**config.mk**
```make
export PLATFORM = sky130hd
export DESIGN_NAME = buf_reader
export DESIGN_NICKNAME = d
export VERILOG_FILES = /design/src/rtl/buf_pkg.sv /design/src/rtl/skid_q2.sv /design/src/rtl/buf_reader.sv
export SDC_FILE = /design/constraint.sdc
export NUM_CORES = 1
export LEC_CHECK = 0
export BUFFER_PORTS_ARGS = -buffer_cell sky130_fd_sc_hd__buf_2
export CAP_MARGIN = 10
export CORE_MARGIN = 10
export CORE_UTILIZATION = 57
export DETAILED_ROUTE_END_ITERATION = 8
export PLACE_DENSITY = 0.89
export SLEW_MARGIN = 20
export SYNTH_ARGS = -nofsm -noshare
export SYNTH_HDL_FRONTEND = slang
export SYNTH_SLANG_ARGS = --single-unit
```
**constraint.sdc**
```tcl
create_clock -name clk -period 2.8 [get_ports clk]
set_input_delay 0.14 -clock clk [delete_from_list [all_inputs] [get_ports clk]]
set_output_delay 0.14 -clock clk [all_outputs]
set_load 0.05 [all_outputs]
```
**src/rtl/buf_pkg.sv**
```systemverilog
// buf_pkg: shared definitions for the buffer consumer front end.
//   state_t    : FSM encoding of buf_reader (S_IDLE=0, S_REQ=1, S_GAP=2)
//   DATA_L_DEF : default word width, matching the team's buffer FIFO
package buf_pkg;

    localparam int DATA_L_DEF = 16;

    typedef enum logic [1:0] {
        S_IDLE = 2'd0,
        S_REQ  = 2'd1,
        S_GAP  = 2'd2
    } state_t;

endpackage

```
**src/rtl/skid_q2.sv**
```systemverilog
// skid_q2: two-entry register queue holding words already read from the buffer.
// Ports:
//   clk, rst     clock, asynchronous active-low reset
//   push, din    append din at the tail (caller guarantees occ < 2 or a same-edge pop)
//   pop          remove the head (ignored while empty)
//   flush        discard all entries; wins over push and pop
//   dout         head entry; keeps its last value once the queue drains
//   occ          number of valid entries (0..2)
module skid_q2 #(
    parameter int DATA_L = 16
) (
    input  logic              clk,
    input  logic              rst,
    input  logic              push,
    input  logic              pop,
    input  logic              flush,
    input  logic [DATA_L-1:0] din,
    output logic [DATA_L-1:0] dout,
    output logic [1:0]        occ
);

    logic [DATA_L-1:0] e0;
    logic [DATA_L-1:0] e1;
    logic              do_pop;

    assign do_pop = pop && (occ != 2'd0);
    assign dout   = e0;

    always_ff @(posedge clk or negedge rst) begin
        if (!rst) begin
            e0  <= '0;
            e1  <= '0;
            occ <= 2'd0;
        end else if (flush) begin
            occ <= 2'd0;
        end else if (push && do_pop) begin
            // Occupancy unchanged: head advances, new word takes the tail.
            if (occ == 2'd1) begin
                e0 <= din;
            end else begin
                e0 <= e1;
                e1 <= din;
            end
        end else if (push) begin
            if (occ == 2'd0) e0 <= din;
            else             e1 <= din;
            occ <= occ + 2'd1;
        end else if (do_pop) begin
            // Draining the last entry leaves e0 untouched (stale but harmless).
            if (occ == 2'd2) e0 <= e1;
            occ <= occ - 2'd1;
        end
    end

endmodule

```
**src/rtl/buf_reader.sv**
```systemverilog
// buf_reader: drains a buffer FIFO through its avail/re/dout interface and
// presents the words downstream on a valid/ready handshake.
//
// Handshake: a word transfers at a rising clk edge where out_valid=1 and
// out_ready=1; out_ready is don't-care while out_valid=0, and out_valid never
// depends combinationally on out_ready.
//
// Ports:
//   clk, rst     clock, asynchronous active-low reset
//   buf_avail    buffer non-empty
//   buf_re       one-cycle read strobe; the buffer pops on its rising edge
//   buf_dout     buffer data, captured at the edge ending the strobe cycle
//   flush        synchronous discard of held and in-flight words
//   out_valid    out_data carries a word
//   out_ready    downstream accepts the word
//   out_data     head of the skid queue
//   out_cnt      delivered-word count, wraps modulo 2^CNT_L
//   dbg_state    current FSM state for observation
module buf_reader
    import buf_pkg::*;
#(
    parameter int DATA_L = DATA_L_DEF,
    parameter int CNT_L  = 16
) (
    input  logic              clk,
    input  logic              rst,
    input  logic              buf_avail,
    output logic              buf_re,
    input  logic [DATA_L-1:0] buf_dout,
    input  logic              flush,
    output logic              out_valid,
    input  logic              out_ready,
    output logic [DATA_L-1:0] out_data,
    output logic [CNT_L-1:0]  out_cnt,
    output logic [1:0]        dbg_state
);

    state_t     state;
    state_t     state_nxt;
    logic [1:0] occ;
    logic [1:0] occ_after_pop;
    logic       push;
    logic       pop;

    // A pop coinciding with flush is neither performed nor counted.
    assign pop           = out_valid && out_ready && !flush;
    assign push          = (state == S_REQ) && !flush;
    assign occ_after_pop = occ - {1'b0, pop};

    // Both outputs decode flops only, so no input reaches them combinationally.
    assign buf_re    = (state == S_REQ);
    assign out_valid = (occ != 2'd0);
    assign dbg_state = state;

    always_ff @(posedge clk or negedge rst) begin
        if (!rst) state <= S_IDLE;
        else      state <= state_nxt;
    end

    // Room is checked before issuing a read, so the capture at the end of
    // REQ always fits even if downstream stalls indefinitely.
    always_comb begin
        state_nxt = state;
        unique case (state)
            S_IDLE: begin
                if (!flush && buf_avail && (occ < 2'd2)) state_nxt = S_REQ;
            end
            S_REQ: begin
                state_nxt = S_GAP;
            end
            S_GAP: begin
                // GAP never captures, so only this edge's pop can free a slot.
                if (!flush && buf_avail && (occ_after_pop < 2'd2)) state_nxt = S_REQ;
                else                                              state_nxt = S_IDLE;
            end
            default: begin
                state_nxt = S_IDLE;
            end
        endcase
    end

    always_ff @(posedge clk or negedge rst) begin
        if (!rst)     out_cnt <= '0;
        else if (pop) out_cnt <= out_cnt + {{(CNT_L-1){1'b0}}, 1'b1};
    end

    skid_q2 #(
        .DATA_L(DATA_L)
    ) u_q (
        .clk   (clk),
        .rst   (rst),
        .push  (push),
        .pop   (pop),
        .flush (flush),
        .din   (buf_dout),
        .dout  (out_data),
        .occ   (occ)
    );

endmodule

```
==> impl_metrics.env, run 1 <==
export IMPL_status="complete, no violations"
export IMPL_first_iter_violations=126
export IMPL_worst_setup_path_type="reg2reg"
export IMPL_synth_area_per_cell_um2=11.2
export IMPL_synth_nets=236
export IMPL_post_cts_repair_setup_buffers=0
export IMPL_hold_class="in2reg"
export IMPL_setup_tns_ns=0
export IMPL_synth_warnings=0
export IMPL_ctsRootBufferMaster="clkbuf_8"
export IMPL_r2r_start="u_q.occ[1]$_DFFE_PN0P_"
export IMPL_gp_congestion=0.735
export IMPL_start_util_pct=58.9
export IMPL_synth_cell_types=30
export IMPL_grt_pass1_wl_um=7880
export IMPL_drive_gt1_share_pct=33.8
export IMPL_nFillCells=303
export IMPL_powerDensity_nw_per_um2=1080
export IMPL_top_layer_used="met4"
export IMPL_port_buffers=56
export IMPL_clock_sinks=52
export IMPL_clock_latency_ns=0.30
export IMPL_wl_met1_um=2010
export IMPL_rr_worst_depth=6
export IMPL_die_w_um=84.3
export IMPL_pwr_share_clk_pct=15.0
export IMPL_cts_tree="done"
export IMPL_vias=1695
export IMPL_clk_path_buf_depth=2
export IMPL_maxSlewViolCount=0
export IMPL_hold_viol_final=0
export IMPL_fin_area_um2=2750
export IMPL_grt_pass1_vias=1658
export IMPL_final_common_cell="buf_2"
export IMPL_antenna_found_initial=0
export IMPL_cp_endpoint="u_q.dout[11]$_DFFE_PN0P_"
export IMPL_switching_share_pct=45.5
export IMPL_r2r_end="u_q.dout[11]$_DFFE_PN0P_"
export IMPL_drcViolationCount=0
export IMPL_overflow=0
export IMPL_pwr_share_seq_pct=39.6
export IMPL_ir_worst_vdd_mv=0.626
export IMPL_cts_hold_buf=0
export IMPL_setup_viol=0
export IMPL_antennaDiodeCount=0
export IMPL_wl_per_cell_um=15.2
export IMPL_fin_nets=290
export IMPL_postPlaceCellArea_um2=2640
export IMPL_rows=23
export IMPL_fmax_mhz=503
export IMPL_worst_path_buf_inv=1
export IMPL_io_pins=57
export IMPL_wl_met2_um=2450
export IMPL_p_int_mw=1.62
export IMPL_arrival_ns=2.22
export IMPL_drt_pass1_iter_count=4
export IMPL_final_setup_skew_ns=0.00849
export IMPL_synth_cells=211
export IMPL_cp_depth=6
export IMPL_tightestPinTransition_ns=0.663
export IMPL_cp_end_kind="flip-flop"
export IMPL_syn2layout_area_growth_pct=16.7
export IMPL_cts_htree_levels=2
export IMPL_p_comb_share_pct=45.4
export IMPL_grt_max_degree=53
export IMPL_fin_crit_ns=1.99
export IMPL_cpPeakStageDelay_ns=0.50
export IMPL_crit_slowest_cell="or3_1"
export IMPL_switchingPower_mw=1.36
export IMPL_start_kind="flip-flop"
export IMPL_wl_um=4800
export IMPL_cts_buffers=5
export IMPL_worstPathRequired_ns=3.03
export IMPL_leakagePower_nw=1.35
export IMPL_r2r_slack_ns=0.81
export IMPL_final_antenna_net_count=0
export IMPL_crit_path_max_fanout=16
export IMPL_ys_seq_elements=52
export IMPL_dieArea_um2=7100
export IMPL_layout_common_cells="buf_2 (55), dfrtp_1 (52), nand2_1 (38)"
export IMPL_power_mw=2.98
export IMPL_clkTransAtPathRegs_ns=0.10
export IMPL_yosysSeqAreaShare_pct=55.3
export IMPL_vias_per_cell=5.36
export IMPL_path_delay_family="simple AND/OR/NAND/NOR gates"
export IMPL_slew_headroom_pct=55.7
export IMPL_hpwl_um=3450
export IMPL_drv_cap=0
export IMPL_rsz0062_at_grt="no"
export IMPL_die_y_um=84.3
export IMPL_grt_usage_pct=13.3
export IMPL_syn_area_um2=2350
export IMPL_met3_length_um=239
export IMPL_core_region_area_um2=4000
export IMPL_fin_crit_sh_pct=70.9
export IMPL_crit_chain="inv_1 > ha_1 > nor3b_2 > or3_1 > nand2_1 > a31oi_1"
export IMPL_cp_startpoint="u_q.occ[1]$_DFFE_PN0P_"
export IMPL_cts_repair_resized=0
worst min path at each step:
stage / from / end / slack, ns / cells past startpoint
after floorplan: rst / dbg_state[0]$_DFFE_PN0P_ / -0.16 / 0
after global routing: buf_dout[11] / u_q.e1[11]$_DFFE_PN0P_ / 0.08 / 2
after CTS: buf_dout[8] / u_q.e1[8]$_DFFE_PN0P_ / 0.08 / 2
final: buf_dout[8] / u_q.e1[8]$_DFFE_PN0P_ / 0.07 / 2
after detailed placement: buf_dout[8] / u_q.e1[8]$_DFFE_PN0P_ / 0.39 / 2
after global placement: buf_dout[10] / u_q.e1[10]$_DFFE_PN0P_ / 0.39 / 2
kinds of logic (layout without fill, tap and decap cells):
group           after synthesis  in the layout  share of synthesized area [%]
mux                          17             17                           8.13
flops                        52             52                           55.3
xor+xnor                     18             18                           6.70
buf+inv                      16             71                           3.88
compound gates               21             21                           5.84
fa+ha+maj                     4              4                           2.13
simple gates                 83             83                           18.1
Yosys cell counts:
cell type,instances,area (µm²)
a211oi_1,2,15.0
nor3_2,1,10.0
nand4_2,1,12.5
nand4_1,3,18.8
nand2_2,1,6.26
nand2_1,38,143
and4_1,3,26.3
and3_1,2,12.5
nor3b_2,1,12.5
a211oi_2,1,12.5
xor2_1,3,26.3
inv_1,5,18.8
a31oi_1,16,100
mux2_2,17,191
buf_2,7,35.0
nor2_1,19,71.3
xnor2_1,15,131
nor4b_1,1,8.76
nand3_1,6,30.0
buf_4,2,15.0
ha_1,4,50.1
dfrtp_1,52,1300
nand2b_4,1,13.8
nand2b_1,2,12.5
nor3b_4,1,18.8
a21oi_1,2,10.0
buf_6,2,22.5
nor3_4,1,16.3
or3_1,1,6.26
and2_1,1,6.26
state kept, by name, indices dropped and copies added, names as in the netlist:
| signal | count |
|---|---|
| dbg_state | 2 |
| out_cnt | 16 |
| u_q.dout | 16 |
| u_q.e1 | 16 |
| u_q.occ | 2 |
per-layer routing:
| layer | vias to the layer above | track usage, % |
|---|---|---|
| met2 | 37 | 22.6 |
| li1 | 825 | - |
| met4 | 0 | 6.54 |
| met5 | - | 0 |
| met1 | 825 | 15.0 |
| met3 | 8 | 3.48 |
cell type report:
type | count | area, µm² | area share, %
Inverter | 5 | 18.8 | 0.683
Timing Repair Buffer | 58 | 300 | 10.9
Tap cell | 50 | 62.6 | 2.28
Multi-Input combinational cell | 143 | 970 | 35.3
Clock buffer | 6 | 82.6 | 3.00
Clock inverter | 2 | 13.8 | 0.501
Sequential cell | 52 | 1300 | 47.3
power groups by stage:
stage	registers, mW	logic [mW]	clock network [mW]
global placement	1.18	1.33	0
CTS	1.18	1.37	0.451
detailed placement	1.19	1.37	0
global route	1.21	1.46	0.482
finish	1.18	1.35	0.446
floorplan	1.69	0.538	0
worst register-to-register path: stages (launching register included):
cell,delay [ns]
dfrtp_1,0.40
inv_1,0.10
ha_1,0.30
nor3b_2,0.31
or3_1,0.50
nand2_1,0.12
a31oi_1,0.18
per-stage QoR:
step	hold slack, ns	util, %	setup WS [ns]	instances
final	0.0748	68.7	0.814	316
after detailed placement	0.392	66.0	0.791	307
after CTS	0.0750	68.4	0.795	315
after global placement	0.388	66.0	0.920	307
after global routing	0.0752	68.7	0.623	316
after floorplan	-0.156	-	0.698	211
(Power assumes the default switching activity.)
==> run 2, diff against run 1 <==
--- a/config.mk
+++ b/config.mk
@@ -8,9 +8,9 @@
 export BUFFER_PORTS_ARGS = -buffer_cell sky130_fd_sc_hd__buf_2
 export CAP_MARGIN = 10
 export CORE_MARGIN = 10
-export CORE_UTILIZATION = 57
+export CORE_UTILIZATION = 53
 export DETAILED_ROUTE_END_ITERATION = 8
-export PLACE_DENSITY = 0.89
+export PLACE_DENSITY = 0.84
 export SLEW_MARGIN = 20
 export SYNTH_ARGS = -nofsm -noshare
 export SYNTH_HDL_FRONTEND = slang
==> constraint.sdc (replaced) <==
create_clock -name clk -period 1.85 [get_ports clk]
set_input_delay 0.0925 -clock clk [delete_from_list [all_inputs] [get_ports clk]]
set_output_delay 0.0925 -clock clk [all_outputs]
set_load 0.05 [all_outputs]
==> run 2 against run 1 <==
Compared with the run above: worst setup slack lost 0.67 ns; critical path depth is 2 lower; first-iteration DRC count down 7.9%; sequential share of layout area is 1.7 points lower; register-to-register slack got worse by 0.67 ns; critical path type unchanged; critical endpoint is now u_q.e1[12]$_DFFE_PN0P_; highest routed layer unchanged.
==> impl_metrics.env, run 2 (same netlist as run 1, synthesis figures left out) <==
export IMPL_status="complete, no violations"
export IMPL_crit_path_max_fanout=16
export IMPL_hold_class="in2reg"
export IMPL_rows=24
export IMPL_port_buffers=56
export IMPL_p_int_mw=2.51
export IMPL_start_kind="flip-flop"
export IMPL_post_cts_repair_setup_buffers=0
export IMPL_fin_area_um2=2860
export IMPL_pwr_share_seq_pct=38.9
export IMPL_final_setup_skew_ns=0.00954
export IMPL_worstPathRequired_ns=2.04
export IMPL_crit_chain="nand2b_1 > clkinvlp_4 > nand2_4 > mux2_2"
export IMPL_fin_crit_sh_pct=92.2
export IMPL_final_antenna_net_count=0
export IMPL_powerDensity_nw_per_um2=1600
export IMPL_drv_cap=0
export IMPL_gp_congestion=0.766
export IMPL_vias=1704
export IMPL_holdWs_ns=0.0344
export IMPL_crit_slowest_cell="dfrtp_2"
export IMPL_drive_gt1_share_pct=37.1
export IMPL_rsz0062_at_grt="no"
export IMPL_ctsRootBufferMaster="clkbuf_8"
export IMPL_antennaDiodeCount=0
export IMPL_cts_tree="done"
export IMPL_tightestPinTransition_ns=0.475
export IMPL_syn2layout_area_growth_pct=21.3
export IMPL_clkTransAtPathRegs_ns=0.09
export IMPL_worst_path_buf_inv=1
export IMPL_grt_usage_pct=13.4
export IMPL_final_common_cell="buf_2"
export IMPL_worst_setup_path_type="reg2reg"
export IMPL_switchingPower_mw=2.04
export IMPL_overflow=0
export IMPL_clk_path_buf_depth=2
export IMPL_p_comb_share_pct=46.8
export IMPL_antenna_found_initial=0
export IMPL_place_inst=316
export IMPL_finalNonFillerCells=324
export IMPL_core_region_area_um2=4320
export IMPL_hpwl_um=3640
export IMPL_die_y_um=86.7
export IMPL_dieArea_um2=7510
export IMPL_fmax_mhz=586
export IMPL_layout_common_cells="buf_2 (56), dfrtp_1 (50), nand2_1 (38)"
export IMPL_arrival_ns=1.89
export IMPL_clock_sinks=52
export IMPL_fin_util_pct=66.0
export IMPL_die_w_um=86.7
export IMPL_wl_per_cell_um=15.0
export IMPL_ir_worst_vdd_mv=0.846
export IMPL_first_iter_violations=116
export IMPL_leakagePower_nw=1.40
export IMPL_vias_per_cell=5.26
export IMPL_grt_pass1_wl_um=8290
export IMPL_setup_viol=0
export IMPL_postPlaceCellArea_um2=2740
export IMPL_hold_viol_final=0
export IMPL_path_delay_family="simple AND/OR/NAND/NOR gates"
export IMPL_start_util_pct=54.5
export IMPL_clock_latency_ns=0.30
export IMPL_fin_nets=297
export IMPL_cp_end_kind="flip-flop"
export IMPL_drcViolationCount=0
export IMPL_slew_headroom_pct=68.3
export IMPL_grt_pass1_vias=1774
export IMPL_wl_um=4860
export IMPL_cpPeakStageDelay_ns=0.37
export IMPL_io_pins=57
export IMPL_maxSlewViolCount=0
export IMPL_cts_buffers=5
export IMPL_pwr_share_clk_pct=14.4
export IMPL_grt_max_degree=33
export IMPL_fin_crit_ns=1.71
export IMPL_cts_htree_levels=2
export IMPL_switching_share_pct=44.9
export IMPL_drt_pass1_iter_count=4
-- run 2: cell type report --
cell class,count,area (µm²)
Clock inverter,1,8.76
Clock buffer,6,82.6
Sequential cell,52,1300
Timing Repair Buffer,65,388
Inverter,5,22.5
Fill cell,360,1470
Multi-Input combinational cell,143,985
Tap cell,52,65.1
-- run 2: final timing paths --
path / startpoint / end / slack (ns) / depth (start not counted)
worst max-delay path: dbg_state[1]$_DFFE_PN0P_ / u_q.e1[12]$_DFFE_PN0P_ / 0.14 / 4
worst min-delay path: buf_dout[1] / u_q.e1[1]$_DFFE_PN0P_ / 0.03 / 2
worst max register to register: dbg_state[1]$_DFFE_PN0P_ / u_q.e1[12]$_DFFE_PN0P_ / 0.14 / 4
worst min register to register: dbg_state[0]$_DFFE_PN0P_ / dbg_state[0]$_DFFE_PN0P_ / 0.45 / 1
max in group asynchronous: rst / dbg_state[1]$_DFFE_PN0P_ / 1.03 / 3
min in group asynchronous: rst / u_q.dout[13]$_DFFE_PN0P_ / 0.27 / 2
-- run 2: routing by layer --
| layer | global-route usage, % | share of wire, % | vias to the layer above |
|---|---|---|---|
| met5 | 0 | 0 | - |
| met4 | 4.42 | 0.37 | 0 |
| met3 | 4.22 | 6.0 | 2 |
| met2 | 22.8 | 54 | 39 |
| met1 | 15.5 | 40 | 831 |
| li1 | - | - | 832 |
-- run 2: power by group through the flow --
stage,sequential [mW],clock (mW),combinational (mW)
floorplan,2.56,0,0.827
global placement,1.77,0,2.09
detailed placement,1.79,0,2.15
CTS,1.77,0.673,2.16
global route,1.82,0.717,2.31
finish,1.77,0.655,2.13
-- run 2: what timing repair did --
action,CTS,global route
hold endpoints to repair,20,0
resized for setup,0,3
hold buffers,1,0
endpoints found under the setup margin,0,14
-- run 2: per-stage QoR --
stage               TNS (ns)  total power, mW  worst slack [ns]
detailed placement         0             3.94            0.0439
global route               0             4.86            0.0382
finish                     0             4.56             0.144
floorplan             -0.476             3.39           -0.0476
CTS                        0             4.60            0.0268
global placement           0             3.87             0.133
==> run 3, diff against run 2 <==
==> constraint.sdc (replaced) <==
create_clock -name clk -period 1.6 [get_ports clk]
set_input_delay 0.08 -clock clk [delete_from_list [all_inputs] [get_ports clk]]
set_output_delay 0.08 -clock clk [all_outputs]
set_load 0.05 [all_outputs]
==> run 3 against run 2 <==
Compared with the run above: sequential power rose by 19%; utilization rose by 6.0 points; final cell count rose by 3.7%; clock skew fell by 0.0070 ns; critical path depth rose by 4; sequential share of layout area shrank 3.6 points; design area grew 9.0%; sequential cell count stayed put; critical endpoint is now u_q.dout[10]$_DFFE_PN0P_; largest power group unchanged.
==> impl_metrics.env, run 3 (same netlist as run 1, synthesis figures left out) <==
export IMPL_status="complete, no violations"
export IMPL_clk_path_buf_depth=2
export IMPL_power_mw=5.68
export IMPL_maxSlewViolCount=0
export IMPL_layout_common_cells="buf_2 (55), dfrtp_1 (46), nand2_1 (37)"
export IMPL_postPlaceCellArea_um2=2790
export IMPL_grt_pass1_wl_um=8580
export IMPL_fin_util_pct=72.0
export IMPL_overflow=0
export IMPL_drv_cap=0
export IMPL_r2r_slack_ns=0.01
export IMPL_rows=24
export IMPL_hold_viol_final=0
export IMPL_worstPathRequired_ns=1.83
export IMPL_clkTransAtPathRegs_ns=0.09
export IMPL_clock_latency_ns=0.30
export IMPL_grt_usage_pct=13.9
export IMPL_powerDensity_nw_per_um2=1830
export IMPL_fin_area_um2=3110
export IMPL_grt_max_degree=33
export IMPL_hpwl_um=3620
export IMPL_antennaDiodeCount=0
export IMPL_io_pins=57
export IMPL_final_setup_skew_ns=0.00257
export IMPL_setup_viol=0
export IMPL_grt_pass1_vias=1831
export IMPL_drt_pass1_iter_count=5
export IMPL_first_iter_violations=86
export IMPL_wl_per_cell_um=16.2
export IMPL_final_antenna_net_count=0
export IMPL_cts_htree_levels=2
export IMPL_start_util_pct=54.5
export IMPL_rsz0062_at_grt="yes"
export IMPL_die_y_um=86.7
export IMPL_ir_worst_vdd_mv=0.941
export IMPL_gp_congestion=0.778
export IMPL_fmax_mhz=630
export IMPL_arrival_ns=1.81
export IMPL_leakagePower_nw=1.50
export IMPL_holdWs_ns=0.0189
export IMPL_slew_headroom_pct=67.4
export IMPL_fin_crit_ns=1.59
export IMPL_core_region_area_um2=4320
export IMPL_vias=1780
export IMPL_fin_crit_sh_pct=99.1
export IMPL_drcViolationCount=0
export IMPL_vias_per_cell=5.30
export IMPL_fin_nets=308
export IMPL_tightestPinTransition_ns=0.490
export IMPL_antenna_found_initial=0
export IMPL_syn2layout_area_growth_pct=32.2
export IMPL_wl_um=5440
export IMPL_die_w_um=86.7
export IMPL_drive_gt1_share_pct=47.2
export IMPL_clock_sinks=52
export IMPL_start_kind="flip-flop"
export IMPL_final_common_cell="buf_2"
export IMPL_ctsRootBufferMaster="clkbuf_8"
export IMPL_crit_path_max_fanout=8
export IMPL_cp_end_kind="flip-flop"
export IMPL_setup_tns_ns=0
export IMPL_dieArea_um2=7510
export IMPL_port_buffers=56
export IMPL_cts_buffers=5
export IMPL_hold_class="in2reg"
export IMPL_cts_tree="done"
export IMPL_worst_setup_path_type="reg2reg"
## run 3: layout make-up
| cell class | count | area, µm² |
|---|---|---|
| flip-flops and latches | 52 | 1310 |
| fillers | 319 | 1210 |
| multi-input cells | 143 | 1110 |
| repair buffers | 76 | 513 |
| clock buffers | 7 | 86.3 |
| well taps | 52 | 65.1 |
| inverters | 5 | 22.5 |
| clock inverters | 1 | 7.51 |
## run 3: worst paths after layout
| path | from | endpoint | cells after the start |
|---|---|---|---|
| min in group asynchronous | rst | u_q.e1[10]$_DFFE_PN0P_ | 2 |
| setup / recovery | u_q.occ[0]$_DFFE_PN0P_ | u_q.dout[10]$_DFFE_PN0P_ | 8 |
| setup reg to reg | u_q.occ[0]$_DFFE_PN0P_ | u_q.dout[10]$_DFFE_PN0P_ | 8 |
| max in group asynchronous | rst | u_q.occ[0]$_DFFE_PN0P_ | 3 |
| hold / removal | buf_dout[12] | u_q.e1[12]$_DFFE_PN0P_ | 2 |
| hold reg to reg | out_cnt[15]$_DFFE_PN0P_ | out_cnt[15]$_DFFE_PN0P_ | 1 |
## run 3: power by group
part | total, mW | internal, mW | switching (mW)
Combinational | 2.80 | 0.996 | 1.80
Clock | 0.775 | 0.352 | 0.422
Sequential | 2.11 | 1.78 | 0.327
## run 3: timing repair
| item | 4_1_cts | 5_1_grt |
|---|---|---|
| gates resized for setup | 10 | 27 |
| buffers inserted | 1 | 5 |
| cloned | 1 | 1 |
| pin swaps | 0 | 8 |
| hold buffers | 1 | 0 |
| hold endpoints to repair | 20 | 0 |
| setup endpoints to repair | 34 | 39 |
## run 3: worst max-delay path: stages, from the launching register on
cell       delay [ns]
dfrtp_1          0.41
inv_2            0.10
ha_4             0.21
nor2_2           0.08
a211oi_4         0.23
buf_4            0.16
clkbuf_16        0.16
nor2_1           0.04
a31oi_1          0.13
## run 3: per-stage QoR
| step | cells | setup WS (ns) |
|---|---|---|
| after floorplan | 211 | -0.298 |
| after global placement | 320 | 0.0342 |
| after detailed placement | 320 | -0.0421 |
| after CTS | 331 | 0.00662 |
| after global routing | 336 | -0.0620 |
| final | 336 | 0.0137 |
## run 3: per-layer routing
metal / track usage [%] / share of wire [%] / vias to the layer above
li1: - / - / 866
met1: 16.7 / 42 / 865
met2: 23.3 / 51 / 44
met3: 4.41 / 5.6 / 5
met4: 3.98 / 0.97 / 0
met5: 0 / 0 / -
